File: config.mk
export PLATFORM = sky130hd
export DESIGN_NAME = seg_scan_driver
export DESIGN_NICKNAME = d
export VERILOG_FILES = /design/src/rtl/seg_scan_driver_pkg.sv /design/src/rtl/seg_scan_driver_glyph_decode.sv /design/src/rtl/seg_scan_driver.sv
export SDC_FILE = /design/constraint.sdc
export NUM_CORES = 1
export LEC_CHECK = 0
export ABC_AREA = 1
export CORE_UTILIZATION = 47
export DETAILED_ROUTE_END_ITERATION = 8
export PLACE_DENSITY_LB_ADDON = 0.15
export SYNTH_ARGS = -nofsm -noshare
export SYNTH_HDL_FRONTEND = slang
export SYNTH_SLANG_ARGS = --single-unit
export TNS_END_PERCENT = 30
File: constraint.sdc
create_clock -name clk -period 1.8 [get_ports clk]
set_clock_uncertainty 0.1 [all_clocks]
set_input_delay 0.54 -clock clk [delete_from_list [all_inputs] [get_ports clk]]
set_output_delay 0.54 -clock clk [all_outputs]
set_load 0.005 [all_outputs]
File: src/rtl/seg_scan_driver_pkg.sv
// Shared constants for the safe-lock seven-segment display path:
// glyph patterns, the glyph mask and default output polarities.
package seg_scan_driver_pkg;

    typedef logic [3:0] code_t;
    typedef logic [6:0] glyph_t;

    localparam glyph_t GLYPH_MASK  = 7'b1000000;
    localparam glyph_t GLYPH_BLANK = 7'b0000000;
    localparam glyph_t GLYPH_FOUR  = 7'b0110011;
    localparam glyph_t GLYPH_E     = 7'b1001111;
    localparam glyph_t GLYPH_R     = 7'b0000101;

    localparam code_t CODE_E     = 4'hC;
    localparam code_t CODE_R     = 4'hD;
    localparam code_t CODE_BLANK = 4'hF;

    localparam bit DEF_SEG_ACTIVE_LOW = 1'b1;
    localparam bit DEF_AN_ACTIVE_LOW  = 1'b1;

endpackage

File: src/rtl/seg_scan_driver_glyph_decode.sv
// Code to raw active-high segment pattern {a,b,c,d,e,f,g}.
// Polarity is applied by the caller.
module seg_glyph_decode
    import seg_scan_driver_pkg::*;
(
    input  logic [3:0] code,
    output logic [6:0] seg_raw
);

    glyph_t pat;

    always_comb begin
        pat = GLYPH_BLANK;
        case (code)
            4'h0:    pat = 7'b1111110;
            4'h1:    pat = 7'b0110000;
            4'h2:    pat = 7'b1101101;
            4'h3:    pat = 7'b1111001;
            4'h4:    pat = GLYPH_FOUR;
            4'h5:    pat = 7'b1011011;
            4'h6:    pat = 7'b1011111;
            4'h7:    pat = 7'b1110000;
            4'h8:    pat = 7'b1111111;
            4'h9:    pat = 7'b1111011;
            CODE_E:  pat = GLYPH_E;
            CODE_R:  pat = GLYPH_R;
            default: pat = GLYPH_BLANK;
        endcase
        seg_raw = (pat == GLYPH_FOUR) ? (pat ^ GLYPH_MASK) : pat;
    end

endmodule

File: src/rtl/seg_scan_driver.sv
// Multiplexed N-digit seven-segment driver with double-buffered
// loading, per-digit blink and inter-digit anti-ghost blanking.
module seg_scan_driver
    import seg_scan_driver_pkg::*;
#(
    parameter int NUM_DIGITS     = 4,
    parameter int SCAN_DIV       = 50000,
    parameter int BLANK_CYCLES   = 500,
    parameter int BLINK_FRAMES   = 64,
    parameter bit SEG_ACTIVE_LOW = DEF_SEG_ACTIVE_LOW,
    parameter bit AN_ACTIVE_LOW  = DEF_AN_ACTIVE_LOW
) (
    input  logic                    clk,
    input  logic                    rst,
    input  logic                    load,
    input  logic [4*NUM_DIGITS-1:0] codes_in,
    input  logic [NUM_DIGITS-1:0]   blink_in,
    output logic                    load_ack,
    output logic                    pending,
    output logic                    frame_tick,
    output logic [6:0]              seg,
    output logic [NUM_DIGITS-1:0]   an
);

    localparam int SW = (SCAN_DIV > 1) ? $clog2(SCAN_DIV) : 1;
    localparam int DW = (NUM_DIGITS > 1) ? $clog2(NUM_DIGITS) : 1;
    localparam int FW = (BLINK_FRAMES > 1) ? $clog2(BLINK_FRAMES) : 1;
    localparam int CW = 4 * NUM_DIGITS;

    localparam logic [6:0] SEG_OFF = {7{SEG_ACTIVE_LOW}};
    localparam logic [NUM_DIGITS-1:0] AN_OFF = {NUM_DIGITS{AN_ACTIVE_LOW}};
    localparam logic [CW-1:0] CODES_RST = {NUM_DIGITS{CODE_BLANK}};

    logic [SW-1:0]         slot_cnt_q, slot_cnt_d;
    logic [DW-1:0]         dig_idx_q, dig_idx_d;
    logic [FW-1:0]         frame_cnt_q, frame_cnt_d;
    logic                  blink_phase_q, blink_phase_d;
    logic [CW-1:0]         shadow_codes_q, shadow_codes_d;
    logic [NUM_DIGITS-1:0] shadow_blink_q, shadow_blink_d;
    logic [CW-1:0]         disp_codes_q, disp_codes_d;
    logic [NUM_DIGITS-1:0] disp_blink_q, disp_blink_d;
    logic                  pending_q, pending_d;
    logic                  load_ack_q, load_ack_d;
    logic                  frame_tick_q, frame_tick_d;
    logic [6:0]            seg_q, seg_d;
    logic [NUM_DIGITS-1:0] an_q, an_d;

    logic                  slot_end;
    logic                  last_dig;
    logic                  bnd;
    logic [3:0]            cur_code;
    logic [6:0]            cur_glyph;
    logic [6:0]            seg_raw;
    logic [NUM_DIGITS-1:0] an_raw;

    assign cur_code = disp_codes_q[{dig_idx_q, 2'b00} +: 4];

    seg_glyph_decode u_glyph (
        .code    (cur_code),
        .seg_raw (cur_glyph)
    );

    always_comb begin
        slot_end = (slot_cnt_q == SW'(SCAN_DIV - 1));
        last_dig = (dig_idx_q == DW'(NUM_DIGITS - 1));
        bnd      = slot_end & last_dig;

        slot_cnt_d = slot_end ? '0 : slot_cnt_q + 1'b1;
        dig_idx_d  = dig_idx_q;
        if (slot_end) begin
            dig_idx_d = last_dig ? '0 : dig_idx_q + 1'b1;
        end

        frame_cnt_d   = frame_cnt_q;
        blink_phase_d = blink_phase_q;
        if (bnd) begin
            if (frame_cnt_q == FW'(BLINK_FRAMES - 1)) begin
                frame_cnt_d   = '0;
                blink_phase_d = ~blink_phase_q;
            end else begin
                frame_cnt_d = frame_cnt_q + 1'b1;
            end
        end

        shadow_codes_d = load ? codes_in : shadow_codes_q;
        shadow_blink_d = load ? blink_in : shadow_blink_q;
        pending_d      = load | (pending_q & ~bnd);

        // Commit takes the shadow as it was before any same-edge load.
        disp_codes_d = disp_codes_q;
        disp_blink_d = disp_blink_q;
        if (bnd && pending_q) begin
            disp_codes_d = shadow_codes_q;
            disp_blink_d = shadow_blink_q;
        end
        load_ack_d   = bnd & pending_q;
        frame_tick_d = bnd;

        an_raw  = '0;
        seg_raw = GLYPH_BLANK;
        if (slot_cnt_q >= SW'(BLANK_CYCLES)) begin
            an_raw[dig_idx_q] = 1'b1;
            if (!(disp_blink_q[dig_idx_q] && blink_phase_q)) begin
                seg_raw = cur_glyph;
            end
        end
        seg_d = seg_raw ^ SEG_OFF;
        an_d  = an_raw ^ AN_OFF;
    end

    always_ff @(posedge clk) begin
        if (rst) begin
            slot_cnt_q     <= '0;
            dig_idx_q      <= '0;
            frame_cnt_q    <= '0;
            blink_phase_q  <= 1'b0;
            shadow_codes_q <= CODES_RST;
            shadow_blink_q <= '0;
            disp_codes_q   <= CODES_RST;
            disp_blink_q   <= '0;
            pending_q      <= 1'b0;
            load_ack_q     <= 1'b0;
            frame_tick_q   <= 1'b0;
            seg_q          <= SEG_OFF;
            an_q           <= AN_OFF;
        end else begin
            slot_cnt_q     <= slot_cnt_d;
            dig_idx_q      <= dig_idx_d;
            frame_cnt_q    <= frame_cnt_d;
            blink_phase_q  <= blink_phase_d;
            shadow_codes_q <= shadow_codes_d;
            shadow_blink_q <= shadow_blink_d;
            disp_codes_q   <= disp_codes_d;
            disp_blink_q   <= disp_blink_d;
            pending_q      <= pending_d;
            load_ack_q     <= load_ack_d;
            frame_tick_q   <= frame_tick_d;
            seg_q          <= seg_d;
            an_q           <= an_d;
        end
    end

    assign load_ack   = load_ack_q;
    assign pending    = pending_q;
    assign frame_tick = frame_tick_q;
    assign seg        = seg_q;
    assign an         = an_q;

endmodule

-- Yosys cells after proc, flatten, opt, wreduce, memory -nomap -nowiden
Memories as Yosys holds them, arrays and structs flattened.
Index checks and enable logic that the tools add are counted.
- memories: 1
- input port bits: 23
- flip-flop bits (word level): 79
- memory bits (read-only): 112
- word-level logic and storage cells: 49
- output and inout port bits: 14
- multiplexer cells: 10
- bitwise gates (word level): 9
- shift-type cells: 1
- reduce and logical (&&, ||, !) cells: 5
- equality and inequality tests: 4
- $add $sub $neg: 3
- $lt $le $gt $ge: 3
- memories (memory ; words ; bits a word ; rd ports ; clocked after Yosys merged registers in ; wr ports ; RTL line ; text):
    (name not given) ; 16 ; 7 ; 1 ; 0 ; 0 ; seg_scan_driver_glyph_decode.sv:14 ; case (code)
- operator list (operator ; count):
    2-to-1 mux 7 bit ; 3
    adder 16 x 1 -> 16 bit (second input constant) ; 1
    equality test 16 bit (second input constant) ; 1
    >= comparator 16 x 9 -> 1 bit (second input constant) ; 1
    variable part select 16 x 5 -> 4 bit ; 1
    equality test 7 x 6 -> 1 bit (second input constant) ; 1
    NOT 7 bit ; 1
    adder 6 x 1 -> 6 bit (second input constant) ; 1
    equality test 6 bit (second input constant) ; 1
    2-to-1 mux 6 bit ; 1
    2-to-1 mux 4 bit ; 1
    NOT 4 bit ; 1
    bitwise AND 1 bit ; 3
    logical AND 1 bit ; 3
    < comparator 2 x 3 -> 1 bit (second input constant) ; 1
    NOT 1 bit ; 3
    adder 2 x 1 -> 2 bit (second input constant) ; 1
    binary-select mux 1 bit (select 2 bit) ; 1
    demux 1 bit (select 2 bit) ; 1
    equality test 2 bit (second input constant) ; 1
    >= comparator 2 x 1 -> 1 bit (second input constant) ; 1
    2-to-1 mux 1 bit ; 2
    2-to-1 mux 2 bit ; 1
    AND reduction 2 bit ; 1
    other kinds (2) ; 2

-- Depth between registers and ports, before layout
Gate-level depths: netlist of run 1.
An unclocked memory read counts as a cell.
- word-level depth: 7
- gate-level depth with buffers: 16
- gate-level depth less buffers: 15

-- Modules after synthesis
A second synthesis of run 1 with hierarchy kept.
- cell total of the unflattened synthesis: 476
- area, all modules: 3567.2 um2
- modules (own cells, without submodules) (module ; area an instance (um2) ; times used ; cells each ; seq. area each (um2)):
    seg_scan_driver ; 3319.4 ; 1 ; 431 ; 1581.5
    seg_glyph_decode ; 247.7 ; 1 ; 45 ; 0.0

-- Worst setup path before layout of run 1
Ideal clock, no wire load.
- kind: flip-flop to flip-flop
- start: reg dig_idx_q[0]
- end: reg seg_q[6] (netlist: seg[6])
- buffers on the path: 1
- arrival time: 1.771 ns
- setup time: 0.127 ns
- stages on the path, launching flop included: 15
- clock period less this slack: 1.998 ns
- required time: 1.573 ns
- path slack: -0.198 ns
- cell sequence: dfxtp_1 buf_2 nand2_1 nand3_1 and2_1 inv_1 ha_1 nand3_1 nand2_1 nand2_1 nand2_1 nor2_1 nand3_1 nand2_1 nand2_1
- word-level cells in the longest chain between the ends: 7
- elaborated cells on any way between the ends: 11
- classes of those cells: eq/ne: 1; shift: 1; mux: 5; bitwise: 2; reduce/logical: 1; memory: 1
- RTL lines (what ; RTL line ; text):
    start, declared ; seg_scan_driver.sv:35 ; logic [DW-1:0] dig_idx_q, dig_idx_d;
    start signal, assigned ; seg_scan_driver.sv:128 ; dig_idx_q <= dig_idx_d;
    variable part select 16 x 5 -> 4 bit ; seg_scan_driver.sv:56 ; assign cur_code = disp_codes_q[{dig_idx_q, 2'b00} +: 4];
    memory (16 x 7 bit) ; - ;
    equality test 7 x 6 -> 1 bit or NOT 1 bit (tied branches) ; - ;
    2-to-1 mux 7 bit ; seg_scan_driver_glyph_decode.sv:29 ; seg_raw = (pat == GLYPH_FOUR) ? (pat ^ GLYPH_MASK) : pat;
    2-to-1 mux 7 bit (*) ; seg_scan_driver.sv:103 ; if (!(disp_blink_q[dig_idx_q] && blink_phase_q)) begin
    2-to-1 mux 7 bit (*) ; seg_scan_driver.sv:101 ; if (slot_cnt_q >= SW'(BLANK_CYCLES)) begin
    NOT 7 bit (no line) (*) ; - ;
    end signal, assigned ; seg_scan_driver.sv:138 ; seg_q <= seg_d;
    end, declared ; seg_scan_driver.sv:45 ; logic [6:0] seg_q, seg_d;
Mark *: on every way between the ends. The rest lies on a longest branch, timed or not. The select of a mux whose other input is x is not followed.
A chain may end at the register's enable or synchronous reset.

-- Worst setup path after layout of run 1
- start: reg slot_cnt_q[1]
- end: reg blink_phase_q
- word-level cells in the longest chain between the ends: 3
- RTL lines (what ; RTL line ; text):
    start, declared ; seg_scan_driver.sv:34 ; logic [SW-1:0] slot_cnt_q, slot_cnt_d;
    start signal, assigned ; seg_scan_driver.sv:127 ; slot_cnt_q <= slot_cnt_d;
    equality test 16 bit ; seg_scan_driver.sv:64 ; slot_end = (slot_cnt_q == SW'(SCAN_DIV - 1));
    bitwise AND 1 bit ; seg_scan_driver.sv:66 ; bnd = slot_end & last_dig;
    AND reduction 2 bit (no line) ; - ;
    end signal, assigned ; seg_scan_driver.sv:130 ; blink_phase_q <= blink_phase_d;
    end, declared ; seg_scan_driver.sv:37 ; logic blink_phase_q, blink_phase_d;
Every way passes these cells.

==> reports/results.tsv, run 1 <==
stage	metric	value	unit
route	number of detailed-route iterations in the first pass	4	
layout	layout cells sized above 1	0.225	
worst_setup_path	max incr delay on CP	0.38	ns
die	Die Width	88.9	um
clock_network	H-tree depth	3	
grt	GRT Residual Overflow	0	
die	# rows	31	
die	Initial Util	0.487	
power_and_ir_drop	VDD IR max	0.551	mV
grt	initial antenna violation count	0	
power_and_ir_drop	sw frac	0.240	
yosys	syn_nets	522	
placement	HPWL after DPL	5.15	mm
route	drt total wl	8.08	mm
placement	post-place setup slack	-0.00671	ns
die	core area	7290	sq um
worst_setup_path	R2R setup slack	-0.01	ns
worst_setup_path	reg2reg end	blink_phase_q	
timing	Final Hold Viols	0	
clock_network	CTS Sinks	79	
power_and_ir_drop	Clk pwr share	0.404	
grt	largest net degree at the start of global routing	41	
power_and_ir_drop	P_sw	0.000800	W
timing	Least-Margin Pin Slew	0.585	ns
worst_setup_path	crit path capture type	register	
yosys	cells after synthesis	485	
worst_setup_path	RR Startpoint	slot_cnt_q[1]	
timing	Tcrit/Tclk final	1.01	
layout	fin nets	592	
worst_setup_path	crit path cell chain	ha_4 > nand2_4 > nor2_4 > inv_2 > nor2_4 > nand4_4 > buf_4 > buf_4 > o21ai_0 > a21oi_1	
timing	hold_ws	0.369	ns
timing	Slew HR	0.609	
layout	Final Non-Filler Cells	659	
placement	RD Place Congestion	0.800	
worst_setup_path	arrival time worst endpoint	1.95	ns
die	chip height	88.9	um
worst_setup_path	Worst setup startpoint	slot_cnt_q[1]	
placement	post-placement cell count	626	
yosys	ys async rst share	0	
worst_setup_path	largest fanout on the critical path	7	
timing	fin. max-slew vios	0	
run_status	failing checks	negative setup slack	
layout	filler cell count	651	
min_path	HP Start	shadow_codes_q[6]	
layout	# diodes	0	
worst_setup_path	startpoint class of the critical path	register	
timing	min Tclk post-route	1.81	ns
yosys	top-area cell type share of the netlist area	0.446	
min_path	Hold Crit Class	reg2reg	
worst_setup_path	R2R depth	10	
clock_network	CTS Buf Count	9	
yosys	#FFs+latches synth	79	
die	DIE AREA	7900	sq um
die	IO Pins	37	
clock_network	clock slew at reported path FFs	0.09	ns
clock_network	Clock Latency Late Sink	0.35	ns
clock_network	hold buffer count at CTS	0	
yosys	ranking of synthesized cells by area	dfxtp_1 (45%), nand2_1 (17%), nand3_1 (8.7%)	
route	total number of vias	3317	
worst_setup_path	crit path to	blink_phase_q	
clock_network	clock root cell	clkbuf_8	
timing	f_max	551	MHz
power_and_ir_drop	P_leak	2.08	nW
job	Max Cap Viol	0	
placement	IO buf count	36	
power_and_ir_drop	Reg power frac	0.545	
worst_setup_path	Crit path depth	10	
route	DR iter-0 viols	125	
worst_setup_path	critical path type	reg2reg	
power_and_ir_drop	Logic pwr share	0.051	
worst_setup_path	Buf/Inv on CP	3	
yosys	Mapped Area	3550	sq um
clock_network	Longest Clk Path Bufs	2	
layout	area grow syn2layout	34.4	%
grt	GR Util All Layers	0.200	
yosys	cell with the most instances after synthesis	nand2_1	
route	DRC	0	
timing	Final WS setup	-0.0145	ns
timing	RSZ-0062 raised after global routing	yes	
timing	setup violators final	1	
clock_network	TritonCTS clock tree	built	
yosys	Cell variety after synth	38	
yosys	Yosys top cell by area	dfxtp_1	
yosys	top cells by count, synth	nand2_1 (164), dfxtp_1 (79), nand3_1 (62), inv_1 (38), nor2_1 (29)	
route	antenna viol nets, final	0	
grt	first-pass GRT wire length	12.4	mm
route	post-DR wirelength/cell	12.3	um
worst_setup_path	CP required	1.94	ns
worst_setup_path	crit-path leading delay family	simple AND/OR/NAND/NOR gates	
run_status	status	finished with violations	
yosys	register area share after synthesis	0.446	
yosys	Syn Area/Cell	7.32	sq um
grt	vias in the first global route	2842	
power_and_ir_drop	Power Density	698	nW/um^2
yosys	number of synthesized flops with an enable pin	0	
power_and_ir_drop	Int Power	0.00253	W
yosys	YS warnings	0	
yosys	Most used DFF post-synth	dfxtp_1	
worst_setup_path	CP max stage cell	dfxtp_4	
route	routed vias/inst	5.03	
## power by group through the flow
| stage | combinational, W | sequential [W] | clock (W) |
|---|---|---|---|
| after floorplan | 0.0000797 | 0.00184 | 0 |
| after global placement | 0.000159 | 0.00185 | 0 |
| after detailed placement | 0.000162 | 0.00185 | 0 |
| after CTS | 0.000164 | 0.00181 | 0.00138 |
| after global routing | 0.000193 | 0.00182 | 0.00145 |
| final | 0.000170 | 0.00181 | 0.00135 |
## logic make-up after synthesis
group           synth area share
fa+ha+maj                 0.0493
flops                      0.446
buf+inv                   0.0723
compound gates            0.0610
xor+xnor                 0.00987
simple gates               0.362
## worst reg2reg max path: stages, from the launching register on
cell	delay (ns)
dfxtp_4	0.38
ha_4	0.15
nand2_4	0.05
nor2_4	0.15
inv_2	0.08
nor2_4	0.10
nand4_4	0.14
buf_4	0.18
buf_4	0.15
o21ai_0	0.15
a21oi_1	0.09
## how the worst min path moves through the flow
stage	slack [ns]	cells past startpoint	to
floorplan	0.33	2	disp_codes_q[0]
global route	0.38	2	shadow_codes_q[8]
detailed placement	0.35	2	disp_codes_q[2]
finish	0.37	2	shadow_codes_q[6]
global placement	0.34	2	disp_codes_q[2]
CTS	0.37	2	disp_codes_q[2]
## registers in the layout, indices dropped and copies added, names as in the netlist
register        cells
disp_blink_q        4
seg                 7
disp_codes_q       16
pending             1
an                  4
shadow_blink_q      4
blink_phase_q       1
frame_tick          1
frame_cnt_q         6
shadow_codes_q     16
slot_cnt_q         16
load_ack            1
dig_idx_q           2
## cell type report
class                      instances  area (sq um)  area share
clock buffer                       9           124      0.0260
clock inverter                     7          78.8      0.0165
inverter                          43           181      0.0380
multi-input combinational        347          1950       0.408
sequential                        79          1600       0.334
tap                               99           124      0.0260
timing repair buffer              73           704       0.148
timing repair inverter             2          17.5     0.00367
## layout by cell type, fill, tap and decap left out, drive strengths merged
master,count
a211oi,1
a21boi,1
a21oi,24
a31oi,1
and2,1
buf,35
bufinv,1
clkbuf,11
clkdlybuf4s50,22
clkinv,4
dfxtp,79
dlygate4sd2,14
ha,14
inv,47
nand2,167
nand3,62
nand3b,1
nand4,10
nor2,35
nor3,5
nor3b,3
nor4,2
o211ai,3
o21ai,9
or2,4
xnor2,2
xor2,2
## repair_timing
action / CTS / global route
resized for setup: 16 / 64
endpoints found under the setup margin: 15 / 45
pin swaps: 0 / 19
gates cloned: 0 / 6
buffers inserted: 1 / 10
## layer usage
layer / up-vias / global-route usage / share of wire
met5: - / 0 / 0
met2: 78 / 0.326 / 0.49
met1: 1527 / 0.262 / 0.45
li1: 1697 / - / -
met3: 15 / 0.0286 / 0.037
met4: 0 / 0.0938 / 0.020
## per-stage QoR
step / util / TNS, ns / instance area [sq um] / total power [W]
final: 0.654 / -0.0145 / 4770 / 0.00333
after global routing: 0.654 / -1.20 / 4770 / 0.00346
after CTS: 0.598 / 0 / 4360 / 0.00335
after detailed placement: 0.571 / -0.00677 / 4170 / 0.00201
after global placement: 0.571 / -0.0126 / 4170 / 0.00201
after floorplan: - / 0 / 3590 / 0.00192
Power figures use the tool's default switching activity.
==> run 2, diff against run 1 <==
--- a/config.mk
+++ b/config.mk
@@ -6,8 +6,10 @@
 export NUM_CORES = 1
 export LEC_CHECK = 0
 export ABC_AREA = 1
+export CORE_MARGIN = 4
 export CORE_UTILIZATION = 47
 export DETAILED_ROUTE_END_ITERATION = 8
+export GPL_ROUTABILITY_DRIVEN = 1
 export PLACE_DENSITY_LB_ADDON = 0.15
 export SYNTH_ARGS = -nofsm -noshare
 export SYNTH_HDL_FRONTEND = slang
==> reports/results.tsv, run 2 (synthesis gave the netlist of run 1 again) <==
stage	metric	value	unit	change
worst_setup_path	crit path capture type	register		unchanged
run_status	failing checks	negative setup slack		unchanged
worst_setup_path	R2R depth	7		was 10
timing	fin. max-slew vios	0		unchanged
route	DRC	0		unchanged
route	antenna viol nets, final	0		unchanged
grt	vias in the first global route	2944		was 2842
layout	# diodes	0		unchanged
timing	setup violators final	11		was 1
route	drt total wl	8.01	mm	was 8.08 mm
layout	commonest non-fill, non-tap cells in the layout	nand2_1 (145), dfxtp_1 (72), nand3_1 (51)		was nand2_1 (147), dfxtp_1 (72), nand3_1 (45)
clock_network	clock root cell	clkbuf_8		unchanged
grt	largest net degree at the start of global routing	41		unchanged
min_path	worst hold stages	2		unchanged
die	chip height	94.9	um	was 88.9 um
timing	Final WS setup	-0.0435	ns	was -0.0145 ns
route	post-DR wirelength/cell	12.2	um	was 12.3 um
die	Die Width	94.9	um	was 88.9 um
placement	RD Place Congestion	0.848		was 0.800
placement	IO buf count	36		unchanged
layout	layout cells sized above 1	0.207		was 0.225
route	DR iter-0 viols	119		was 125
worst_setup_path	CP required	2.01	ns	was 1.94 ns
route	number of detailed-route iterations in the first pass	4		unchanged
die	core area	7290	sq um	unchanged
worst_setup_path	crit-path leading delay family	simple AND/OR/NAND/NOR gates		unchanged
timing	f_max	542	MHz	was 551 MHz
clock_network	CTS Sinks	79		unchanged
worst_setup_path	startpoint class of the critical path	register		unchanged
clock_network	TritonCTS clock tree	built		unchanged
timing	Fin Setup TNS	-0.191	ns	was -0.0145 ns
route	total number of vias	3237		was 3317
timing	min Tclk post-route	1.84	ns	was 1.81 ns
layout	top flop regs	disp_codes_q: 16 flops, shadow_codes_q: 16 flops, slot_cnt_q: 16 flops		unchanged
clock_network	clock slew at reported path FFs	0.09	ns	about the same
placement	HPWL after DPL	5.33	mm	was 5.15 mm
worst_setup_path	Buf/Inv on CP	2		was 3
timing	Final Hold Viols	0		unchanged
die	IO Pins	37		unchanged
worst_setup_path	arrival time worst endpoint	2.05	ns	was 1.95 ns
clock_network	hold buffer count at CTS	0		unchanged
die	Initial Util	0.487		unchanged
die	# rows	31		unchanged
timing	Tcrit/Tclk final	1.02		was 1.01
clock_network	H-tree depth	3		unchanged
timing	Slew HR	0.585		was 0.609
layout	filler cell count	666		was 651
grt	initial antenna violation count	0		unchanged
worst_setup_path	max incr delay on CP	0.41	ns	was 0.38 ns
timing	hold_ws	0.366	ns	was 0.369 ns
power_and_ir_drop	Power Density	742	nW/um^2	was 698 nW/um^2
grt	first-pass GRT wire length	12.8	mm	was 12.4 mm
route	routed vias/inst	4.94		was 5.03
timing	RSZ-0062 raised after global routing	yes		unchanged
placement	post-placement cell count	625		was 626
job	Max Cap Viol	0		unchanged
clock_network	Longest Clk Path Bufs	2		unchanged
power_and_ir_drop	VDD IR max	0.401	mV	was 0.551 mV
timing	Least-Margin Pin Slew	0.622	ns	was 0.585 ns
worst_setup_path	crit path cell chain	buf_4 > ha_1 > nand4_4 > nor2_8 > clkbuf_16 > nand2_1 > nand3_1		was ha_4 > nand2_4 > nor2_4 > inv_2 > nor2_4 > nand4_4 > buf_4 > buf_4 > o21ai_0 > a21oi_1
worst_setup_path	critical path type	reg2reg		unchanged
die	DIE AREA	9010	sq um	was 7900 sq um
min_path	Hold Crit Class	reg2reg		unchanged
worst_setup_path	largest fanout on the critical path	9		was 7
power_and_ir_drop	P_leak	2.07	nW	was 2.08 nW
clock_network	Clock Latency Late Sink	0.36	ns	was 0.35 ns
layout	area grow syn2layout	32.6	%	was 34.4%
run_status	status	finished with violations		unchanged
layout	leading cell type in the layout, fill and taps excluded	nand2_1		unchanged
grt	GRT Residual Overflow	0		unchanged
worst_setup_path	CP max stage cell	dfxtp_4		unchanged
grt	GR Util All Layers	0.179		was 0.200
layout	Core Util, Final	0.646		was 0.654
worst_setup_path	Crit path depth	7		was 10
clock_network	CTS Buf Count	9		unchanged
layout	Final Non-Filler Cells	655		was 659
layout	fin nets	588		was 592
[run 2: final timing paths]
kind	startpoint	end	slack (ns)
max	dig_idx_q[0]	disp_codes_q[3]	-0.04
min	shadow_codes_q[2]	shadow_codes_q[2]	0.37
max reg2reg	dig_idx_q[0]	disp_codes_q[3]	-0.04
min reg2reg	shadow_codes_q[2]	shadow_codes_q[2]	0.37
[run 2: area by class of cell]
cell class / count / area, sq um / share of cell area
clock inverters: 7 / 104 / 0.0221
clock buffers: 9 / 124 / 0.0263
flip-flops and latches: 79 / 1600 / 0.339
multi-input cells: 347 / 1900 / 0.405
well taps: 99 / 124 / 0.0263
repair inverters: 2 / 12.5 / 0.00266
inverters: 43 / 176 / 0.0375
repair buffers: 69 / 667 / 0.142
[run 2: timing repair]
item | CTS | global route
setup buffers | 1 | 7
pin swaps | 0 | 22
gates resized for setup | 16 | 53
cloned | 0 | 6
setup endpoints to repair | 17 | 26
[run 2: worst min-delay path: stages, from the launching register on]
cell     delay [ns]
dfxtp_1        0.33
nand2_1        0.06
nand3_1        0.05
[run 2: report_power, final]
group / internal [W] / total, W / leakage (nW) / switching [W]
clock network: 0.000797 / 0.00151 / 0.108 / 0.000711
logic: 0.0000894 / 0.000171 / 1.31 / 0.0000817
registers: 0.00178 / 0.00181 / 0.647 / 0.0000294
[run 2: metrics by stage]
step,worst slack [ns],area [sq um],total power (W)
6_report,-0.0435,4710,0.00349
3_3_place_gp,-0.00294,4160,0.00200
2_1_floorplan,0.0204,3590,0.00192
5_1_grt,-0.124,4710,0.00363
4_1_cts,-0.0155,4380,0.00350
3_5_place_dp,-0.00657,4160,0.00201
[run 2: layer usage]
metal | track usage | routed length, um
met2 | 0.295 | 3860
met4 | 0.0697 | 108
met3 | 0.0470 | 343
met1 | 0.223 | 3700
met5 | 0 | 0
